===== config.mk =====
export PLATFORM = sky130hd
export DESIGN_NAME = peak_window_reader
export DESIGN_NICKNAME = d
export VERILOG_FILES = /design/src/rtl/peak_window_reader.sv
export SDC_FILE = /design/constraint.sdc
export NUM_CORES = 1
export LEC_CHECK = 0
export BUFFER_PORTS_ARGS = -buffer_cell sky130_fd_sc_hd__buf_2
export CORE_ASPECT_RATIO = 2
export CORE_MARGIN = 2
export CORE_UTILIZATION = 50
export DETAILED_ROUTE_END_ITERATION = 12
export PLACE_DENSITY = 0.71
export SLEW_MARGIN = 15
export SYNTH_ARGS = -nofsm -noshare
export SYNTH_HDL_FRONTEND = slang
export SYNTH_SLANG_ARGS = --single-unit

===== constraint.sdc =====
create_clock -name i_clk -period 3.96 [get_ports i_clk]
set_input_delay 0.396 -clock i_clk [delete_from_list [all_inputs] [get_ports i_clk]]
set_output_delay 0.396 -clock i_clk [all_outputs]
set_load 0.02 [all_outputs]

===== src/rtl/peak_window_reader.sv =====
// Reduces a framed, signed sample stream to one peak event per window.
// Each event reports the peak value, the peak's offset and the window length, then holds off for REFRACTORY samples.
//   state   | meaning
//   IDLE    | waiting for a rising edge on i_signal_valid
//   SEARCH  | inside a window, tracking the maximum sample and its offset
//   REFRACT | hold-off after a reported peak; framing is ignored
module peak_window_reader #(
  parameter int DATA_WIDTH = 11,
  parameter int IDX_WIDTH  = 16,
  parameter int REFRACTORY = 72
) (
  input  logic                         i_clk,
  input  logic                         i_rst,
  input  logic                         i_ce,
  input  logic signed [DATA_WIDTH-1:0] i_signal,
  input  logic                         i_signal_valid,
  input  logic signed [DATA_WIDTH-1:0] i_threshold,
  output logic signed [DATA_WIDTH-1:0] o_peak_value,
  output logic        [IDX_WIDTH-1:0]  o_peak_index,
  output logic        [IDX_WIDTH-1:0]  o_peak_len,
  output logic                         o_peak_valid,
  output logic                         o_peak_drop,
  output logic                         o_busy
);

  typedef enum logic [1:0] {IDLE, SEARCH, REFRACT} state_t;

  localparam int RW = (REFRACTORY > 0) ? $clog2(REFRACTORY + 1) : 1;
  localparam logic [IDX_WIDTH-1:0] IDX_MAX = '1;

  state_t                       state_q, state_d;
  logic                         prev_valid;
  logic signed [DATA_WIDTH-1:0] max_q;
  logic        [IDX_WIDTH-1:0]  idx_q, len_q;
  logic        [RW-1:0]         refr_q;
  logic                         start, grow, fire, drop;

  always_ff @(posedge i_clk or posedge i_rst) begin
    if (i_rst) state_q <= IDLE;
    else       state_q <= state_d;
  end

  always_comb begin
    state_d = state_q;
    start   = 1'b0;
    grow    = 1'b0;
    fire    = 1'b0;
    drop    = 1'b0;
    if (i_ce) begin
      case (state_q)
        IDLE: begin
          if (i_signal_valid && !prev_valid) begin
            start   = 1'b1;
            state_d = SEARCH;
          end
        end
        SEARCH: begin
          if (i_signal_valid) begin
            grow = 1'b1;
          end else if (max_q >= i_threshold) begin
            fire    = 1'b1;
            state_d = (REFRACTORY > 0) ? REFRACT : IDLE;
          end else begin
            drop    = 1'b1;
            state_d = IDLE;
          end
        end
        REFRACT: begin
          if (refr_q == RW'(1)) state_d = IDLE;
        end
        default: state_d = IDLE;
      endcase
    end
  end

  always_ff @(posedge i_clk or posedge i_rst) begin
    if (i_rst) begin
      prev_valid   <= 1'b0;
      max_q        <= '0;
      idx_q        <= '0;
      len_q        <= '0;
      refr_q       <= '0;
      o_peak_value <= '0;
      o_peak_index <= '0;
      o_peak_len   <= '0;
      o_peak_valid <= 1'b0;
      o_peak_drop  <= 1'b0;
    end else begin
      o_peak_valid <= fire;
      o_peak_drop  <= drop;
      // prev_valid keeps tracking in every state so REFRACT can mask a held-high window
      if (i_ce) prev_valid <= i_signal_valid;
      if (start) begin
        max_q <= i_signal;
        idx_q <= '0;
        len_q <= IDX_WIDTH'(1);
      end
      if (grow) begin
        if (len_q != IDX_MAX) len_q <= len_q + IDX_WIDTH'(1);
        if (i_signal > max_q) begin
          max_q <= i_signal;
          idx_q <= len_q;
        end
      end
      if (fire || drop) begin
        o_peak_value <= max_q;
        o_peak_index <= idx_q;
        o_peak_len   <= len_q;
      end
      if (fire)                               refr_q <= RW'(REFRACTORY);
      else if (i_ce && state_q == REFRACT)    refr_q <= refr_q - RW'(1);
    end
  end

  assign o_busy = (state_q == REFRACT);

endmodule


Word level (Yosys, flattened, before mapping)
Cells that the tools add are included.
{"block": "word_totals", "ff_bits": 98, "input_bits": 26, "out_inout_bits": 46, "elab_cells": 59}
{"block": "op_classes", "add_sub_neg": 2, "n_lt_le_gt_ge": 2, "n_eq_ne": 7, "n_mux": 30, "reduce_logical": 7}
{"op": "16-bit two-way mux", "count": 6}
{"op": "11-bit two-way mux", "count": 3}
{"op": "16-bit by 1-bit adder with 16-bit output (second input constant)", "count": 1}
{"op": "16-bit != test (second input constant)", "count": 1}
{"op": "1-bit two-way mux", "count": 14}
{"op": "7-bit two-way mux", "count": 2}
{"op": "11-bit greater-or-equal comparator", "count": 1}
{"op": "11-bit greater-than comparator", "count": 1}
{"op": "2-bit two-way mux", "count": 4}
{"op": "7-bit by 1-bit == test with 1-bit output (second input constant)", "count": 1}
{"op": "7-bit by 1-bit subtractor with 7-bit output (second input constant)", "count": 1}
{"op": "2-bit case mux with 3 select lines", "count": 1}
{"op": "2-bit != test (second input constant)", "count": 2}
{"op": "4-bit AND reduction", "count": 1}
{"op": "2-bit by 1-bit == test with 1-bit output (second input constant)", "count": 1}
{"op": "2-bit == test (second input constant)", "count": 1}
{"op": "1-bit logical AND", "count": 2}
{"op": "2-bit logical NOT", "count": 1}
{"op": "2-bit by 1-bit != test with 1-bit output (second input constant)", "count": 1}
{"op": "2-bit nonzero test", "count": 1}
{"op": "1-bit logical NOT", "count": 1}
{"op": "1-bit logical OR", "count": 1}

Depth between registers and ports, before layout
Gate-level depths: netlist (run 1).
{"block": "depth", "word_depth": 8, "ltp_mapped": 8, "ltp_nobuf": 7}

Worst setup path after synthesis (run 1)
OpenSTA, ideal clock, no wires.
{"block": "synth_timing", "kind": "input-to-reg", "start": "input i_signal[9]", "end": "register max_q[1]", "setup_ns": 0.128, "arrival_time_ns": 1.940, "required_ns": 3.832, "setup_slack_ns": 1.893, "path_stages": 6, "path_cell_list": "ha_1 a2111o_1 a211oi_1 a22oi_2 buf_4 mux2_1"}
{"block": "synth_between", "elab_chain_cells": 3}
{"element": "start, declared", "line_no": "15", "text": "input logic signed [DATA_WIDTH-1:0] i_signal,"}
{"element": "11-bit greater-than comparator", "line_no": "100", "text": "if (i_signal > max_q) begin"}
{"element": "11-bit two-way mux", "line_no": "100"}
{"element": "11-bit two-way mux", "line_no": "98", "text": "if (grow) begin"}
{"element": "end signal, assigned", "line_no": "94", "text": "max_q <= i_signal;"}
{"element": "end signal, assigned", "line_no": "101", "text": "max_q <= i_signal;"}
{"element": "end, declared", "line_no": "33", "text": "logic signed [DATA_WIDTH-1:0] max_q;"}
No other way between the ends.
A chain may end at the register's enable or synchronous reset.

Worst setup path in the final report (run 1)
{"block": "layout_timing", "start": "register max_q[9]", "end": "register max_q[10]"}
{"block": "layout_between", "elab_chain_cells": 3}
{"element": "11-bit greater-than comparator", "line_no": "100"}
{"element": "11-bit two-way mux", "line_no": "100"}
{"element": "11-bit two-way mux", "line_no": "98"}
No other way between the ends.

==> flow_summary.json, run 1 <==
{
  "power.share.sequential_pct": 43.6,
  "combPwrFrac_pct": 29.0,
  "mostFrequentLayoutCell": "sky130_fd_sc_hd__dfrtp_1",
  "aggregate_global_route_resource_usage_pct": 20.5,
  "die_h_um": 142,
  "sequential_fraction_of_the_synthesis_area_pct": 51.3,
  "max_cap_viol_count": 0,
  "timing.setup.tns_ps": 0,
  "worstRegToRegCells": 7,
  "worst_r2r_endpoint": "max_q[10]",
  "power.share.switching_pct": 32.9,
  "vias_in_the_first_global_route": 3459,
  "tightestPinTransition_ps": 747,
  "tritoncts": "built",
  "detail_route.wirelength_um": 9740,
  "power.internal_mw": 2.15,
  "yosys_register_bits": 98,
  "total_nets_final": 537,
  "mappedNetlistNets": 465,
  "max-clock-path-buffers": 2,
  "switchingPower_mw": 1.05,
  "totalPowerFinal_mw": 3.20,
  "drt_drc_violations_left": 0,
  "cpLargestDelayFamily": "compound AO/OA/AOI/OAI gates",
  "synthesis.area_per_instance_um2": 11.5,
  "clk_pin_slew_ps": 60,
  "final.setup_skew_ps": 6.03,
  "power_leakage_nw": 2.75,
  "grt_pass1_wl_um": 16300,
  "instances_no_fill": 595,
  "peakVddDrop_mv": 0.332,
  "critPathRequiredTime_ps": 4180,
  "number_of_unique_standard_cell_types_used_by_synthesis": 50,
  "io_pins": 72,
  "min_period_over_period_pct": 62.1,
  "critical_path.max_fanout": 11,
  "met1_length_um": 3630,
  "chipWidth_um": 73.1,
  "fp.dieArea_mm2": 0.0104,
  "finalHoldWorstSlack_ps": 202,
  "critical_path_arrival_ps": 2680,
  "detailedRoute.firstIterationViolations": 96,
  "synth_async_sr_flop_share_pct": 100,
  "maxSlewHeadroom_pct": 50.2,
  "cts_resized": 0,
  "antenna_violations_before_repair": 0,
  "yosys_warnings": 0,
  "worst_case_register_to_register_setup_slack_ps": 1500,
  "h-tree-depth": 3,
  "ant_nets": 0,
  "powerDensity_mw_per_mm2": 576,
  "p_clk_share_pct": 27.4,
  "hold_buffers": 0,
  "final_max_slew_viol_count": 0,
  "initial_utilization_pct": 51.3,
  "highest-signal-layer": "met4",
  "place.port_buffers": 71,
  "layout_common_cells": "98 x sky130_fd_sc_hd__dfrtp_1, 71 x sky130_fd_sc_hd__buf_2, 44 x sky130_fd_sc_hd__mux2_2, 44 x sky130_fd_sc_hd__inv_1, 32 x sky130_fd_sc_hd__nand2_1",
  "final-setup-viol-count": 0,
  "dp_cells": 579,
  "hp-class": "in -> async",
  "top_reg_cell_synth": "sky130_fd_sc_hd__dfrtp_1",
  "final.min_clock_period_ps": 2460,
  "crit_path_max_incr_delay_ps": 660,
  "criticalPathCategory": "reg -> reg",
  "status": "completed",
  "detailedRoute.firstPassIterationCount": 4,
  "detailedPlacementHpwl_um": 7240,
  "grt_overflow": 0,
  "cts_inserted_buffers": 9,
  "route.detailed.vias_per_inst": 5.49,
  "end_kind": "flop",
  "grt_max_degree": 55,
  "dr_total_vias": 3266,
  "post_synth_design_cell_area_mm2": 0.00478,
  "cts_post_setup_buffers_inserted": 0,
  "coreArea_mm2": 0.00932,
  "flow.area_growth_from_synthesis_pct": 16.1,
  "routabilityCongestion": 0.824,
  "clock_sinks": 98,
  "antenna-diode-count": 0,
  "synth-edff-count": 0,
  "setup_repair_after_global_routing_missed_its_margin": "false",
  "dr_wl_met3_um": 303,
  "critPathLaunchType": "flop",
  "worst_path_cell_trace": "inv_1 > ha_1 > nand4_1 > nor3_1 > a211o_1 > a22oi_2 > mux2_2",
  "dr_wl_met2_um": 5550,
  "netlist_instances": 414,
  "layout-drive-gt1-share_pct": 29.9,
  "worst_skew_pair.late_latency_ps": 340,
  "timing.rr.start": "max_q[9]",
  "critical_path_buf_inv_count": 1,
  "routed_wire_length_per_instance_um": 16.4,
  "rows": 50,
  "timing.critical_path.slowest_stage_cell": "sky130_fd_sc_hd__a22oi_2",
  "maxClockFrequency_mhz": 407,
  "clock_tree.root_cell": "sky130_fd_sc_hd__clkbuf_16",
  "hold_viol": 0
}
[worst min-delay path, cell delays in order]
cell,delay (ps)
sky130_fd_sc_hd__buf_2,110
sky130_fd_sc_hd__inv_4,40
sky130_fd_sc_hd__buf_4,450
[area by class of cell]
| class | instances | area, um2 |
|---|---|---|
| Clock buffer | 12 | 256 |
| Clock inverter | 4 | 50.0 |
| Fill cell | 779 | 3770 |
| Inverter | 45 | 171 |
| Multi-Input combinational cell | 255 | 2090 |
| Sequential cell | 98 | 2450 |
| Tap cell | 104 | 130 |
| Timing Repair Buffer | 77 | 400 |
[power groups by stage]
stage	Clock, mW	Sequential (mW)	Combinational (mW)
2_1_floorplan	0	1.46	0.585
3_3_place_gp	0	1.41	0.905
3_5_place_dp	0	1.42	0.938
4_1_cts	0.900	1.40	0.945
5_1_grt	0.938	1.43	1.05
6_report	0.877	1.39	0.928
[synthesized netlist by cell type, types with 7 or more instances]
cell type / count / area share [%]
sky130_fd_sc_hd__mux2_1: 9 / 2.1
sky130_fd_sc_hd__nand3_1: 12 / 1.3
sky130_fd_sc_hd__xnor2_1: 11 / 2.0
sky130_fd_sc_hd__o21ai_0: 7 / 0.73
sky130_fd_sc_hd__mux2i_1: 21 / 4.4
sky130_fd_sc_hd__nand2_1: 32 / 2.5
sky130_fd_sc_hd__mux2_2: 44 / 10
sky130_fd_sc_hd__nor2_1: 19 / 1.5
sky130_fd_sc_hd__a211oi_1: 7 / 1.1
sky130_fd_sc_hd__ha_1: 25 / 6.5
sky130_fd_sc_hd__inv_1: 45 / 3.5
sky130_fd_sc_hd__a21oi_1: 12 / 1.3
sky130_fd_sc_hd__dfrtp_1: 98 / 51
[registers in the layout, indices dropped and copies added, names as in the netlist]
| signal | flops |
|---|---|
| o_peak_index | 16 |
| idx_q | 16 |
| len_q | 16 |
| prev_valid | 1 |
| o_peak_value | 11 |
| o_peak_drop | 1 |
| o_peak_len | 16 |
| o_peak_valid | 1 |
| state_q | 2 |
| max_q | 11 |
| refr_q | 7 |
[stage by stage]
| stage | cell area [um2] | setup slack, ps | util (%) |
|---|---|---|---|
| final | 5550 | 1500 | 59.5 |
| after global routing | 5550 | 1360 | 59.5 |
| after CTS | 5550 | 1460 | 59.5 |
| after detailed placement | 5240 | 1420 | 56.2 |
| after global placement | 5240 | 1500 | 56.2 |
| after floorplan | 4780 | 1000 | - |
[worst max path at each step]
stage               depth (start not counted)        start        end  slack [ps]
floorplan                                   1        i_rst   idx_q[0]        1000
global placement                            7  i_signal[9]  max_q[10]        1500
detailed placement                          7  i_signal[9]  max_q[10]        1420
CTS                                         7     max_q[9]  max_q[10]        1460
global route                                7     max_q[9]  max_q[10]        1360
finish                                      7     max_q[9]  max_q[10]        1500
[per-layer routing]
metal	GRT usage, %	up-vias
met5	0	-
met3	3.47	20
met2	39.0	57
met4	9.36	0
met1	20.6	1625
li1	-	1564
[cell families after synthesis]
family                     after synthesis  share of synthesized area [%]
and+or+nand+nor                        100                           10.9
AOI/OAI and AO/OA                       42                           6.47
xor gates and xnor gates                14                           2.57
adders and majority gates               25                           6.55
muxes                                   74                           16.9
buffers and inverters                   61                           5.29
DFF                                     98                           51.3
(Power assumes the default switching activity.)
==> run 2: changes to the inputs <==
--- a/config.mk
+++ b/config.mk
@@ -10,7 +10,7 @@
 export CORE_MARGIN = 2
 export CORE_UTILIZATION = 50
 export DETAILED_ROUTE_END_ITERATION = 12
-export PLACE_DENSITY = 0.71
+export PLACE_DENSITY = 0.74
 export SLEW_MARGIN = 15
 export SYNTH_ARGS = -nofsm -noshare
 export SYNTH_HDL_FRONTEND = slang
==> constraint.sdc (replaced) <==
create_clock -name i_clk -period 2.2 [get_ports i_clk]
set_input_delay 0.22 -clock i_clk [delete_from_list [all_inputs] [get_ports i_clk]]
set_output_delay 0.22 -clock i_clk [all_outputs]
set_load 0.02 [all_outputs]
==> flow_summary.json, run 2 (synthesis gave the netlist of run 1 again) <==
{
  "status": "complete, but fails checks",
  "violations_in_the_final_reports": "negative hold slack",
  "ant_nets": 0,
  "final_max_slew_viol_count": 0,
  "mostFrequentLayoutCell": "sky130_fd_sc_hd__dfrtp_1",
  "max-clock-path-buffers": 2,
  "power.share.sequential_pct": 41.8,
  "dp_cells": 592,
  "power.share.switching_pct": 33.3,
  "power_leakage_nw": 2.83,
  "detailedRoute.firstPassIterationCount": 4,
  "setup_repair_after_global_routing_missed_its_margin": "false",
  "grt_overflow": 0,
  "timing.rr.start": "max_q[9]",
  "layout_common_cells": "98 x sky130_fd_sc_hd__dfrtp_1, 71 x sky130_fd_sc_hd__buf_2, 44 x sky130_fd_sc_hd__mux2_2, 44 x sky130_fd_sc_hd__inv_1, 32 x sky130_fd_sc_hd__nand2_1",
  "min_period_over_period_pct": 94.5,
  "power.internal_mw": 3.89,
  "cts_inserted_buffers": 9,
  "max_cap_viol_count": 0,
  "h-tree-depth": 3,
  "maxClockFrequency_mhz": 481,
  "p_clk_share_pct": 24.9,
  "tritoncts": "built",
  "hp-class": "in -> async",
  "criticalPathCategory": "reg -> reg",
  "critical_path.max_fanout": 11,
  "final-setup-viol-count": 0,
  "layout.cell_area.non_filler_mm2": 0.00569,
  "initial_utilization_pct": 51.3,
  "final.setup_skew_ps": 4.51,
  "layout-drive-gt1-share_pct": 32.1,
  "chipWidth_um": 73.1,
  "critPathLaunchType": "flop",
  "vias_in_the_first_global_route": 3559,
  "antenna-diode-count": 0,
  "post_dp_cell_area_mm2": 0.00539,
  "critical_path_arrival_ps": 2300,
  "regArea_mm2": 0.00245,
  "fill_cells": 779,
  "dr_total_vias": 3370,
  "final.min_clock_period_ps": 2080,
  "critPathRequiredTime_ps": 2420,
  "detail_route.wirelength_um": 10200,
  "aggregate_global_route_resource_usage_pct": 21.3,
  "instances_no_fill": 609,
  "drt_drc_violations_left": 0,
  "worst_skew_pair.late_latency_ps": 340,
  "maxSlewHeadroom_pct": 63.7,
  "switchingPower_mw": 1.94,
  "route.detailed.vias_per_inst": 5.53,
  "detailedRoute.firstIterationViolations": 191,
  "powerDensity_mw_per_mm2": 1030,
  "multi_input_comb_area_mm2": 0.00210,
  "flow.area_growth_from_synthesis_pct": 19.1,
  "grt_pass1_wl_um": 16900,
  "peakVddDrop_mv": 0.480,
  "coreArea_mm2": 0.00932,
  "routabilityCongestion": 0.851,
  "clock_tree.root_cell": "sky130_fd_sc_hd__clkbuf_16",
  "tightestPinTransition_ps": 545,
  "rows": 50,
  "fp.dieArea_mm2": 0.0104,
  "hold_viol": 4,
  "finalHoldWorstSlack_ps": -11.5,
  "place.port_buffers": 71,
  "end_kind": "flop",
  "timing.setup.tns_ps": 0,
  "io_pins": 72,
  "total_nets_final": 552,
  "antenna_violations_before_repair": 0,
  "detailedPlacementHpwl_um": 7440,
  "clock_sinks": 98,
  "hold_buffers": 0,
  "final_core_util_pct": 61.0,
  "clk_pin_slew_ps": 60,
  "die_h_um": 142,
  "grt_max_degree": 99,
  "worst_setup_path_startpoint": "max_q[9]",
  "routed_wire_length_per_instance_um": 16.8,
  "combPwrFrac_pct": 33.3
}
-- run 2: stage by stage --
step | power, mW | setup slack [ps]
global route | 6.22 | 21.8
global placement | 4.29 | 148
detailed placement | 4.40 | 58.2
floorplan | 3.69 | 149
CTS | 5.87 | 39.1
finish | 5.84 | 120
-- run 2: final timing paths --
check,cells past startpoint,slack (ps),endpoint
max in group asynchronous,3,1770,max_q[5]
worst max-delay path,7,120,max_q[6]
worst min-delay path,3,-10,idx_q[11]
worst max register to register,7,120,max_q[6]
min in group i_clk,2,110,max_q[9]
worst min register to register,1,500,o_peak_index[6]
-- run 2: area by class of cell --
| class | instances | share of cell area, % |
|---|---|---|
| flip-flops and latches | 98 | 43.1 |
| multi-input cells | 255 | 36.9 |
| repair buffers | 92 | 9.89 |
| clock buffers | 13 | 4.57 |
| inverters | 45 | 3.03 |
| well taps | 104 | 2.29 |
| clock inverters | 2 | 0.220 |
-- run 2: repair_timing --
item                                    in CTS  in global routing
endpoints found under the setup margin       0                 14
gates resized for setup                      0                  2
setup buffers                                0                  2
-- run 2: worst max-delay path, stage by stage, from the launching register on --
cell                       delay (ps)
sky130_fd_sc_hd__dfrtp_1          350
sky130_fd_sc_hd__inv_1             50
sky130_fd_sc_hd__ha_1             310
sky130_fd_sc_hd__a2111o_1         450
sky130_fd_sc_hd__a211oi_2         220
sky130_fd_sc_hd__a22oi_2          100
sky130_fd_sc_hd__buf_12           170
sky130_fd_sc_hd__mux2_1           310
-- run 2: metal layers --
| metal | routed length [um] | up-vias | GRT usage, % |
|---|---|---|---|
| met2 | 5670 | 73 | 38.5 |
| li1 | - | 1599 | - |
| met1 | 3870 | 1677 | 22.8 |
| met5 | 0 | - | 0 |
| met3 | 332 | 21 | 4.39 |
| met4 | 357 | 0 | 9.84 |
-- run 2: power groups by stage --
stage	logic, mW	clock network, mW	registers (mW)
2_1_floorplan	1.05	0	2.63
3_3_place_gp	1.83	0	2.46
3_5_place_dp	1.92	0	2.48
4_1_cts	1.93	1.49	2.45
5_1_grt	2.16	1.56	2.50
6_report	1.94	1.45	2.44
==> run 3: changes to the inputs <==
==> constraint.sdc (replaced) <==
create_clock -name i_clk -period 1.78 [get_ports i_clk]
set_input_delay 0.178 -clock i_clk [delete_from_list [all_inputs] [get_ports i_clk]]
set_output_delay 0.178 -clock i_clk [all_outputs]
set_load 0.02 [all_outputs]
==> flow_summary.json, run 3 (synthesis gave the netlist of run 1 again) <==
{
  "coreArea_mm2": 0.00932,
  "tritoncts": "built",
  "grt_pass1_wl_um": 18100,
  "total_nets_final": 592,
  "antenna-diode-count": 0,
  "clock_sinks": 98,
  "ant_nets": 0,
  "timing.setup.tns_ps": -7910,
  "power.share.switching_pct": 34.3,
  "maxClockFrequency_mhz": 484,
  "grt_overflow": 0,
  "rows": 50,
  "critPathLaunchType": "flop",
  "min_period_over_period_pct": 116,
  "final.min_clock_period_ps": 2070,
  "dp_cells": 629,
  "clock_tree.root_cell": "sky130_fd_sc_hd__clkbuf_16",
  "violations_in_the_final_reports": "negative hold slack, negative setup slack",
  "routabilityCongestion": 0.821,
  "maxSlewHeadroom_pct": 63.2,
  "cts_inserted_buffers": 9,
  "aggregate_global_route_resource_usage_pct": 22.6,
  "final-setup-viol-count": 39,
  "setup_repair_after_global_routing_missed_its_margin": "true",
  "combPwrFrac_pct": 38.4,
  "critPathRequiredTime_ps": 2000,
  "end_kind": "flop",
  "mostFrequentLayoutCell": "sky130_fd_sc_hd__dfrtp_1",
  "detailedPlacementHpwl_um": 8090,
  "dr_total_vias": 3575,
  "initial_utilization_pct": 51.3,
  "io_pins": 72,
  "detailedRoute.firstPassIterationCount": 5,
  "clk_pin_slew_ps": 70,
  "fp.dieArea_mm2": 0.0104,
  "detail_route.wirelength_um": 11500,
  "route.detailed.vias_per_inst": 5.50,
  "fill_cells": 657,
  "worst_path_most_repeated_cell": "sky130_fd_sc_hd__buf_6",
  "peakVddDrop_mv": 0.726,
  "detailedRoute.firstIterationViolations": 231,
  "crit_path_max_incr_delay_ps": 410,
  "die_h_um": 142,
  "vias_in_the_first_global_route": 3810,
  "critical_path.max_fanout": 4,
  "tightestPinTransition_ps": 552,
  "criticalPathCategory": "reg -> reg",
  "final.setup.worst_slack_ps": -288,
  "final_max_slew_viol_count": 0,
  "p_clk_share_pct": 23.0,
  "layout_common_cells": "97 x sky130_fd_sc_hd__dfrtp_1, 71 x sky130_fd_sc_hd__buf_2, 45 x sky130_fd_sc_hd__buf_4, 44 x sky130_fd_sc_hd__mux2_2, 40 x sky130_fd_sc_hd__inv_1",
  "max_cap_viol_count": 0,
  "hold_viol": 37,
  "totalPowerFinal_mw": 7.89,
  "layout-drive-gt1-share_pct": 44.3,
  "instances_no_fill": 650,
  "timing.critical_path.slowest_stage_cell": "sky130_fd_sc_hd__dfrtp_1",
  "finalHoldWorstSlack_ps": -58.9,
  "power_leakage_nw": 3.06,
  "critical_path_arrival_ps": 2290,
  "timing.rr.start": "max_q[7]",
  "routed_wire_length_per_instance_um": 17.8,
  "max-clock-path-buffers": 2,
  "place.port_buffers": 71,
  "h-tree-depth": 3,
  "worst_skew_pair.late_latency_ps": 340,
  "worst_setup_path_startpoint": "max_q[7]",
  "powerDensity_mw_per_mm2": 1240,
  "final.setup_skew_ps": 6.85,
  "power.share.sequential_pct": 38.6,
  "switchingPower_mw": 2.70,
  "antenna_violations_before_repair": 0,
  "power.internal_mw": 5.19,
  "worst_path_cell_trace": "buf_6 > ha_4 > nand4_1 > a211oi_2 > nor4bb_4 > a211oi_4 > buf_6 > a211oi_1",
  "flow.area_growth_from_synthesis_pct": 33.3,
  "drt_drc_violations_left": 0,
  "status": "complete, but fails checks",
  "grt_max_degree": 99,
  "hp-class": "in -> async",
  "chipWidth_um": 73.1,
  "hold_buffers": 0
}
## run 3: metal layers
metal  routed length, um  track usage, %  up-vias
met3                 294            2.90       21
met5                   0               0        -
met2                6770            42.9       74
li1                    -               -     1683
met4                 282            10.1        0
met1                4200            23.7     1797
## run 3: repair_timing
| action | 4_1_cts | 5_1_grt |
|---|---|---|
| gates cloned | 0 | 2 |
| setup buffers | 1 | 2 |
| endpoints found under the hold margin | 0 | 0 |
| setup endpoints to repair | 42 | 63 |
| pin swaps | 12 | 12 |
| resized for setup | 17 | 35 |
## run 3: critical path, delay by kind of cell, from the launching register on
family                   cells  cell delay (ps)
flip-flops                   1              410
adder cells (fa/ha/maj)      1              250
buffers and inverters        2              320
AO/OA/AOI/OAI                3              720
AND/OR/NAND/NOR              2              230
## run 3: power by group through the flow
stage / clock (mW) / sequential [mW] / combinational (mW)
floorplan: 0 / 3.26 / 1.37
global placement: 0 / 3.03 / 2.55
detailed placement: 0 / 3.06 / 2.67
CTS: 1.85 / 3.02 / 2.81
global route: 1.93 / 3.10 / 3.30
finish: 1.81 / 3.04 / 3.03
## run 3: final cells by class
cell class | instances | area, um2 | area share, %
Clock buffer | 10 | 239 | 3.75
Clock inverter | 6 | 42.5 | 0.668
Inverter | 45 | 173 | 2.71
Multi-Input combinational cell | 255 | 2400 | 37.7
Sequential cell | 98 | 2450 | 38.5
Tap cell | 104 | 130 | 2.04
Timing Repair Buffer | 132 | 931 | 14.6
## run 3: metrics by stage
stage / hold slack, ps / utilization [%] / instance area, um2 / worst slack [ps]
2_1_floorplan: 295 / - / 4840 / -119
3_3_place_gp: 360 / 61.5 / 5730 / -226
3_5_place_dp: 371 / 61.5 / 5730 / -271
4_1_cts: 7.87 / 65.8 / 6140 / -295
5_1_grt: 36.1 / 68.3 / 6370 / -331
6_report: -58.9 / 68.3 / 6370 / -288
## run 3: final timing paths
check / cells after the start / endpoint / slack (ps)
worst min-delay path: 3 / o_peak_value[7] / -60
worst max-delay path: 8 / refr_q[1] / -290
min in group i_clk: 2 / max_q[3] / 90
max in group asynchronous: 3 / idx_q[14] / 1380
worst min register to register: 1 / o_peak_index[7] / 500
worst max register to register: 8 / refr_q[1] / -290
